`config.mk`:
```
export PLATFORM = sky130hd
export DESIGN_NAME = iw_instr_buffer
export DESIGN_NICKNAME = d
export VERILOG_FILES = /design/src/rtl/iw_instr_buffer.sv
export SDC_FILE = /design/constraint.sdc
export NUM_CORES = 1
export LEC_CHECK = 0
export BUFFER_PORTS_ARGS = -buffer_cell sky130_fd_sc_hd__buf_2
export CAP_MARGIN = 40
export CORE_ASPECT_RATIO = 0.9
export CORE_MARGIN = 3
export CORE_UTILIZATION = 51
export CTS_CLUSTER_SIZE = 30
export DETAILED_ROUTE_END_ITERATION = 10
export MAX_ROUTING_LAYER = met4
export PLACE_DENSITY = 0.86
export REMOVE_ABC_BUFFERS = 1
export SYNTH_ARGS = -nofsm -noshare
export SYNTH_HDL_FRONTEND = slang
export SYNTH_SLANG_ARGS = --single-unit
```
`constraint.sdc`:
```
create_clock -name clock -period 2.8 [get_ports clock]
set_clock_uncertainty 0.2 [all_clocks]
set_input_delay 0.14 -clock clock [delete_from_list [all_inputs] [get_ports clock]]
set_output_delay 0.14 -clock clock [all_outputs]
set_load 0.03 [all_outputs]
```
`src/rtl/iw_instr_buffer.sv`:
```
// Fetch -> instruction-window decoupling FIFO with pointer-based full/empty and synchronous flush.
// Optional zero-latency bypass when the buffer is empty, enabled by defining IW_BYPASS_EN.
module iw_instr_buffer #(
  parameter  int DEPTH = 4,
  parameter  int PKT_W = 32,
  localparam int CNT_W = $clog2(DEPTH) + 1
) (
  input  logic             clock,
  input  logic             reset,
  input  logic             flush,
  input  logic             fetch_iw_valid,
  output logic             iw_fetch_ready,
  input  logic [PKT_W-1:0] fetch_iw_instr_packet,
  output logic             iw_valid,
  input  logic             iw_ready,
  output logic [PKT_W-1:0] iw_instr_packet,
  output logic [CNT_W-1:0] iw_count
);

  localparam int IDX_W = CNT_W - 1;

  logic [CNT_W-1:0] r_wr_ptr;
  logic [CNT_W-1:0] r_rd_ptr;
  logic             r_rst_done;
  logic [PKT_W-1:0] r_mem [DEPTH];

  logic             w_full;
  logic             w_empty;
  logic             w_bypass;
  logic             w_push;
  logic             w_pop;

  // Extra pointer MSB distinguishes full from empty when the index bits match.
  assign w_full  = (r_wr_ptr[CNT_W-1] != r_rd_ptr[CNT_W-1]) &&
                   (r_wr_ptr[IDX_W-1:0] == r_rd_ptr[IDX_W-1:0]);
  assign w_empty = (r_wr_ptr == r_rd_ptr);

`ifdef IW_BYPASS_EN
  assign w_bypass = w_empty & iw_ready & ~flush & r_rst_done;
`else
  assign w_bypass = 1'b0;
`endif

  assign w_push = fetch_iw_valid & iw_fetch_ready & ~flush & ~w_bypass;
  assign w_pop  = ~w_empty & iw_ready & ~flush;

  // Ready is held low for the first cycle out of reset.
  always_ff @(posedge clock or negedge reset) begin
    if (!reset) begin
      r_rst_done <= 1'b0;
    end else begin
      r_rst_done <= 1'b1;
    end
  end

  // Read/write pointers; flush wins over any push or pop in the same cycle.
  always_ff @(posedge clock or negedge reset) begin
    if (!reset) begin
      r_wr_ptr <= '0;
      r_rd_ptr <= '0;
    end else if (flush) begin
      r_wr_ptr <= '0;
      r_rd_ptr <= '0;
    end else begin
      if (w_push) begin
        r_wr_ptr <= r_wr_ptr + CNT_W'(1);
      end else begin
        r_wr_ptr <= r_wr_ptr;
      end
      if (w_pop) begin
        r_rd_ptr <= r_rd_ptr + CNT_W'(1);
      end else begin
        r_rd_ptr <= r_rd_ptr;
      end
    end
  end

  // Payload storage carries no reset; only the pointers qualify its contents.
  always_ff @(posedge clock) begin
    if (w_push) begin
      r_mem[r_wr_ptr[IDX_W-1:0]] <= fetch_iw_instr_packet;
    end
  end

  // Output side: head of queue, or the incoming packet when bypassing.
  always_comb begin
    iw_fetch_ready  = r_rst_done & ~w_full;
    iw_count        = r_wr_ptr - r_rd_ptr;
    iw_valid        = 1'b0;
    iw_instr_packet = '0;
    if (w_bypass) begin
      iw_valid = fetch_iw_valid;
      if (fetch_iw_valid) begin
        iw_instr_packet = fetch_iw_instr_packet;
      end else begin
        iw_instr_packet = '0;
      end
    end else if (!w_empty) begin
      iw_valid        = ~flush;
      iw_instr_packet = r_mem[r_rd_ptr[IDX_W-1:0]];
    end else begin
      iw_valid        = 1'b0;
      iw_instr_packet = '0;
    end
  end

endmodule
```
=== Word level (Yosys, flattened, before mapping) ===
Memories as Yosys holds them, arrays and structs flattened.
Index checks and enable logic that the tools add are counted.

* Bits in registers: 7
* RAM bits: 128
* Input bits: 37
* Output and inout bits: 37
* Logic and storage cells: 29
* Memories: 1

* Add/subtract/negate cells: 3
* Eq/ne operators: 3
* Muxes and demuxes: 8
* Bitwise operators: 8
* Reductions and logical operators: 3

{| class="wikitable"
|+ Memory list
! name !! depth !! width !! rd ports !! clocked after memory_dff !! write ports !! line !! text
|-
| r_mem || 4 || 32 || 1 || 0 || 1 || 25 || <nowiki>logic [PKT_W-1:0] r_mem [DEPTH];</nowiki>
|}

{| class="wikitable"
|+ Operator list
! kind !! count
|-
| 2-to-1 mux 32 bit || 1
|-
| 2-to-1 mux 3 bit || 4
|-
| adder 3 x 1 -> 3 bit (second input constant) || 2
|-
| AND 1 bit || 5
|-
| nonzero test 2 bit || 2
|-
| equality test 3 bit || 1
|-
| 2-to-1 mux 1 bit || 3
|-
| NOT 1 bit || 3
|-
| subtractor 3 bit || 1
|-
| equality test 2 bit || 1
|-
| logical AND 1 bit || 1
|-
| inequality test 1 bit || 1
|}

=== Depth between registers and ports, before layout ===
Gate-level depths: netlist of the first run.

* Depth in word-level cells: 8
* Gate-level depth with buffers: 8
* Depth with buffers taken out: 5

=== Worst setup path after synthesis of the first run ===
No wires, ideal clock.

* Path type: register to register
* Start point: reg r_rd_ptr[1]
* End point: mem r_mem[0][0], enable pin
* Setup time: 0.392 ns
* Arrival time: 2.350 ns
* Required time: 2.208 ns
* Setup slack: -0.142 ns
* Cell stages (with the launch flop): 8
* Buffers on the path: 2
* Clock period less this slack: 2.942 ns
* Path through: dfrtp_1 -> buf_2 -> buf_2 -> inv_1 -> ha_1 -> and2_1 -> a21oi_2 -> and3_1

* Word-level cells in the longest chain between the ends: 8

{| class="wikitable"
|+ Ends and longest elaborated chain
! what !! line !! text
|-
| start, declared || 23 || <nowiki>logic [CNT_W-1:0] r_rd_ptr;</nowiki>
|-
| start signal, assigned || 71 || <nowiki>r_rd_ptr <= r_rd_ptr + CNT_W'(1);</nowiki>
|-
| start signal, assigned || 73 || <nowiki>r_rd_ptr <= r_rd_ptr;</nowiki>
|-
| equality test 2 bit || 35 || <nowiki>(r_wr_ptr[IDX_W-1:0] == r_rd_ptr[IDX_W-1:0]);</nowiki>
|-
| logical AND 1 bit || 34 || <nowiki>assign w_full = (r_wr_ptr[CNT_W-1] != r_rd_ptr[CNT_W-1]) &&</nowiki>
|-
| NOT 1 bit || 87 || <nowiki>iw_fetch_ready = r_rst_done & ~w_full;</nowiki>
|-
| AND 1 bit || 87 ||
|-
| AND 1 bit (2 in a row) || 44 || <nowiki>assign w_push = fetch_iw_valid & iw_fetch_ready & ~flush & ~w_bypass;</nowiki>
|-
| 2-to-1 mux 1 bit || 80 || <nowiki>if (w_push) begin</nowiki>
|-
| 2-to-1 mux 1 bit (implied by the code) || 81 || <nowiki>r_mem[r_wr_ptr[IDX_W-1:0]] <= fetch_iw_instr_packet;</nowiki>
|-
| end, declared || 25 ||
|}

No other way between the ends.

=== Worst setup path after layout of the first run ===
* Start point: reg r_wr_ptr[0]
* End point: out iw_instr_packet[20]

* Word-level cells in the longest chain between the ends: 2

{| class="wikitable"
|+ Ends and longest elaborated chain
! what !! line !! text
|-
| start, declared || 22 || <nowiki>logic [CNT_W-1:0] r_wr_ptr;</nowiki>
|-
| start signal, assigned || 66 || <nowiki>r_wr_ptr <= r_wr_ptr + CNT_W'(1);</nowiki>
|-
| start signal, assigned || 68 || <nowiki>r_wr_ptr <= r_wr_ptr;</nowiki>
|-
| equality test 3 bit || 36 || <nowiki>assign w_empty = (r_wr_ptr == r_rd_ptr);</nowiki>
|-
| 2-to-1 mux 32 bit || 98 || <nowiki>end else if (!w_empty) begin</nowiki>
|-
| end, declared || 16 || <nowiki>output logic [PKT_W-1:0] iw_instr_packet,</nowiki>
|}

No other way between the ends.

==> impl_metrics.toml, run 1 <==
[die]
rows = 34
die-area_um2 = 11800
start_util_pct = 53.9
die_h_um = 104
fp.dieW_um = 114
ios = 74
core_area_um2 = 10000

[worst_setup_path]
path_delay_family = "simple AND/OR/NAND/NOR gates"
path_class = "flop to primary output"
worst_ep_arrival_time_ps = 2300
max_stage_delay_ps = 490
end_kind = "primary output"
crit_fanout = 16
crit_required_ps = 2460
crit_buf_inv = 2
cp_slowest_cell = "nor2_4"
crit_chain = "inv_1, ha_1, nand2_1, nor2_4, nor2b_1, buf_2"
start_kind = "flop"

[synthesis]
synth_cell_type_count = 29
yosys-top-cells-area = "edfxtp_1 (71%), mux4_2 (13%), nor2b_1 (3.9%)"
avgSynthCellArea_um2 = 20.5
synthArstFlopShare_pct = 5.19
synthFlopType = "edfxtp_1"
ys_warn_count = 0
netlist_instances = 263
synth_edf_count = 128
yosysMostFrequentCell = "edfxtp_1"
yosysTopAreaCell = "edfxtp_1"
ys_seq_area_share_pct = 74.6
synth_top_area_share_pct = 71.3
syn-cell-area_um2 = 5390
synth_common_cells = "edfxtp_1 (128), nor2b_1 (34), mux4_2 (32)"
ys_ff_latch = 135

[global_route]
grt_pass1_vias = 3125
track_usage_pct = 19.7
overflow = 0
antenna_found_initial = 0
grt_max_degree = 36
grt_pass1_wl_mm = 16.9

[power]
powerDensity_nw_per_um2 = 781
ir_worst_vdd_v = 0.000593
p_leak_nw = 2.53

[timing]
period_needed_ps = 2640
fmax_mhz = 378
slew-limit-headroom_pct = 58.3
slew_viol_final = 0
period_share_pct = 94.4
rsz0062_at_grt = "false"
holdWs_ps = 279
worstMarginPinSlew_ps = 625
tns_ps = 0
setup_violations = 0
finalHoldViolCount = 0

[cells_and_area]
nFillCells = 622
regArea_um2 = 4020
fin_util_pct = 69.6
final_nets = 438
multi_input_area_um2 = 1300
synthToLayoutAreaGrowth_pct = 29.2
diodes = 0
drive_above_1_share_pct = 38.8
fin_area_um2 = 6960

[hold_path]
hold_class = "input port to flop"

[detailed_routing]
drt-initial-drc-count = 259
ant_nets = 0
drc_errors = 0
drt-total-wl_mm = 10.9
via_per_inst = 5.45
wire_per_inst_um = 20.6
dr.pass1.iters = 4
vias = 2893

[clock_network]
clk_latency_ps = 410
h-tree-depth = 4
cts_tree = "yes"
clk_pin_slew_ps = 60
cts.sinks = 135
clockBufferDepth = 2
cts-root-buf = "clkbuf_16"
cts_buffers = 17

[run_status]
status = "finished, final reports clean"

[flow_run]
drv_cap = 0

[placed_design]
portBuffers = 73
gp_congestion = 0.755
post_dp_cell_area_um2 = 5930
dp_hpwl_mm = 6.10
-- final cells by class --
cell class | count | share of cell area [%]
timing repair buffer | 122 | 12.2
clock buffer | 18 | 6.16
multi-input combinational | 111 | 18.7
tap | 126 | 2.26
sequential | 135 | 57.8
inverter | 6 | 0.324
clock inverter | 13 | 2.61
-- cells by family after synthesis --
group	after synthesis	share of synthesized area, %
other	1	0.0696
buffers and inverters	18	1.72
AOI/OAI and AO/OA	8	1.09
xor gates and xnor gates	3	0.627
DFF	135	74.6
and+or+nand+nor	54	5.76
adders and majority gates	8	2.00
muxes	36	14.2
-- per-layer routing --
metal | vias up | global-route usage (%) | part of all wire [%]
li1 | 1301 | - | -
met1 | 1487 | 24.0 | 40
met2 | 96 | 32.2 | 54
met3 | 9 | 5.48 | 5.2
met4 | 0 | 6.11 | 1.0
met5 | - | - | 0
-- layout by cell type (no fill, tap or decap), types with 2 or more instances in the layout --
cell type        n
edfxtp_1       128
buf_2           72
dlygate4sd3_1   38
nor2b_1         34
mux4_2          32
clkbuf_16       17
buf_4           10
ha_1             7
inv_1            6
nor2_1           6
dfrtp_1          5
nand2_1          4
and3_2           4
bufinv_16        4
mux2_2           3
clkinv_4         3
clkinvlp_4       3
nor2_4           2
xnor2_1          2
a21boi_0         2
o2111ai_1        2
a21oi_1          2
clkinv_1         2
dfrtp_2          2
-- flip-flops by register name (all words and copies together), names as in the netlist --
signal	cells
r_mem	128
r_wr_ptr	3
r_rd_ptr	3
r_rst_done	1
-- final timing paths --
path	startpoint	slack, ps	to	cells past startpoint
worst max-delay path	r_wr_ptr[0]	160	iw_instr_packet[20]	6
worst min-delay path	fetch_iw_instr_packet[17]	280	r_mem[2][17]	2
worst max register to register	r_wr_ptr[0]	340	r_mem[2][27]	6
worst min register to register	r_wr_ptr[0]	480	r_wr_ptr[0]	2
max in group asynchronous	reset	1650	r_rd_ptr[0]	3
min in group asynchronous	reset	480	r_rst_done	3
-- worst register-to-register path: stages, from the launching register on --
cell,delay [ps]
dfrtp_1,400
inv_1,120
ha_1,340
and2_1,210
a21oi_2,310
and3_2,250
buf_4,300
-- through the flow --
step / power [W] / worst slack (ps) / instances
4_1_cts: 0.00544 / -35.3 / 529
2_1_floorplan: 0.00285 / -1000 / 251
5_1_grt: 0.00562 / 61.9 / 531
3_3_place_gp: 0.00309 / 519 / 460
3_5_place_dp: 0.00310 / 394 / 460
6_report: 0.00544 / 157 / 531
-- where the power goes --
part	switching, W	internal [W]
Combinational	0.000549	0.000346
Clock	0.000806	0.00148
Sequential	0.0000118	0.00224
Total	0.00137	0.00407
-- timing repair --
item	4_1_cts	5_1_grt
buffers inserted	0	1
pin swaps	0	1
endpoints found under the hold margin	141	0
gates resized for setup	1	2
setup endpoints to repair	4	33
cloned	0	1
hold buffers	38	0
Power figures use the tool's default switching activity.
==> run 2, diff against run 1 <==
--- a/config.mk
+++ b/config.mk
@@ -10,6 +10,7 @@
 export CORE_ASPECT_RATIO = 0.9
 export CORE_MARGIN = 3
 export CORE_UTILIZATION = 51
+export CTS_BUF_LIST = sky130_fd_sc_hd__clkbuf_8 sky130_fd_sc_hd__clkbuf_16
 export CTS_CLUSTER_SIZE = 30
 export DETAILED_ROUTE_END_ITERATION = 10
 export MAX_ROUTING_LAYER = met4
==> impl_metrics.toml, run 2 (synthesized netlist as in run 1, its figures left out) <==
[run_status]
status = "finished, final reports clean"

[worst_setup_path]
worst_ep_arrival_time_ps = 2300
cp_slowest_cell = "nor2_4"
start_kind = "flop"
crit_fanout = 16
path_class = "flop to primary output"
crit_chain = "inv_1, ha_1, nand2_1, nor2_4, nor2b_1, buf_2"
max_stage_delay_ps = 490
worstRegToRegCells = 6
end_kind = "primary output"
crit_required_ps = 2460

[detailed_routing]
drc_errors = 0
wire_per_inst_um = 20.6
drt-initial-drc-count = 259
ant_nets = 0
dr.pass1.iters = 4
via_per_inst = 5.45
vias = 2893
drt-total-wl_mm = 10.9

[cells_and_area]
final_common_cell = "edfxtp_1"
diodes = 0
regArea_um2 = 4020
fin_util_pct = 69.6
synthToLayoutAreaGrowth_pct = 29.2
multi_input_area_um2 = 1300
nFillCells = 622
drive_above_1_share_pct = 38.8
largest_reg_flops = 128
mostFrequentLayoutCells = "edfxtp_1 (128), buf_2 (72), dlygate4sd3_1 (38)"
final_nets = 438

[clock_network]
cts.sinks = 135
clk_pin_slew_ps = 60
cts-root-buf = "clkbuf_16"
clockBufferDepth = 2
cts_tree = "yes"
h-tree-depth = 4
cts_buffers = 17
clk_latency_ps = 410

[power]
powerDensity_nw_per_um2 = 780
ir_worst_vdd_v = 0.000593
p_leak_nw = 2.53
totalPowerFinal_w = 0.00543

[die]
die_h_um = 104
core_area_um2 = 10000
start_util_pct = 53.9
ios = 74
rows = 34
die-area_um2 = 11800
fp.dieW_um = 114

[global_route]
antenna_found_initial = 0
grt_pass1_wl_mm = 16.9
grt_pass1_vias = 3125
use_met1_pct = 24.0
track_usage_pct = 19.7
overflow = 0
met3_usage_pct = 5.48
use_met2_pct = 32.2
busiest_layer = "met2"
grt_max_degree = 36

[placed_design]
post-place-ws_ps = 394
dp_hpwl_mm = 6.10
gp_congestion = 0.755
portBuffers = 73

[timing]
slew_viol_final = 0
period_share_pct = 94.4
worstMarginPinSlew_ps = 625
fmax_mhz = 378
rsz0062_at_grt = "false"
period_needed_ps = 2640
setup_violations = 0
worst_slack_ps = 157
slew-limit-headroom_pct = 58.3
finalHoldViolCount = 0
holdWs_ps = 279

[hold_path]
hold_class = "input port to flop"
min_path_cells = 2

[flow_run]
drv_cap = 0
[run 2: path summary, 6_finish.rpt]
kind | startpoint | to | slack [ps]
hold / removal | fetch_iw_instr_packet[17] | r_mem[2][17] | 280
min in group asynchronous | reset | r_rst_done | 480
hold reg to reg | r_wr_ptr[0] | r_wr_ptr[0] | 480
setup / recovery | r_wr_ptr[0] | iw_instr_packet[20] | 160
max in group asynchronous | reset | r_rd_ptr[0] | 1650
setup reg to reg | r_wr_ptr[0] | r_mem[2][27] | 340
[run 2: power by group]
part | switching (W) | internal, W
Sequential | 0.0000118 | 0.00224
Clock | 0.000806 | 0.00147
Combinational | 0.000549 | 0.000346
Total | 0.00137 | 0.00406
[run 2: per-layer routing]
layer	share of wire, %	routed length, µm
met5	0	0
met4	1.0	110
met3	5.2	571
met2	54	5890
met1	40	4370
[run 2: layout make-up]
cell class / instances / area share (%)
flip-flops and latches: 135 / 57.8
multi-input cells: 111 / 18.7
repair buffers: 122 / 12.2
clock buffers: 17 / 6.11
clock inverters: 14 / 2.66
well taps: 126 / 2.26
inverters: 6 / 0.324
[run 2: timing repair]
item,4_1_cts,5_1_grt
hold endpoints to repair,141,0
pin swaps,0,1
hold buffers,38,0
endpoints found under the setup margin,4,33
gates resized for setup,1,2
cloned,0,1
setup buffers,0,1
[run 2: metrics by stage]
step	TNS [ps]	instance area, µm²	instances
2_1_floorplan	-155850	5320	251
3_3_place_gp	0	5930	460
3_5_place_dp	0	5930	460
4_1_cts	-88.7	6930	529
5_1_grt	0	6960	531
6_report	0	6960	531
[run 2: worst max-delay path: cells and delay by family, from the launching register on]
kind                     cells  cell delay, ps
flip-flops                   1             400
buffers and inverters        2             320
AND/OR/NAND/NOR              3             830
adder cells (fa/ha/maj)      1             330
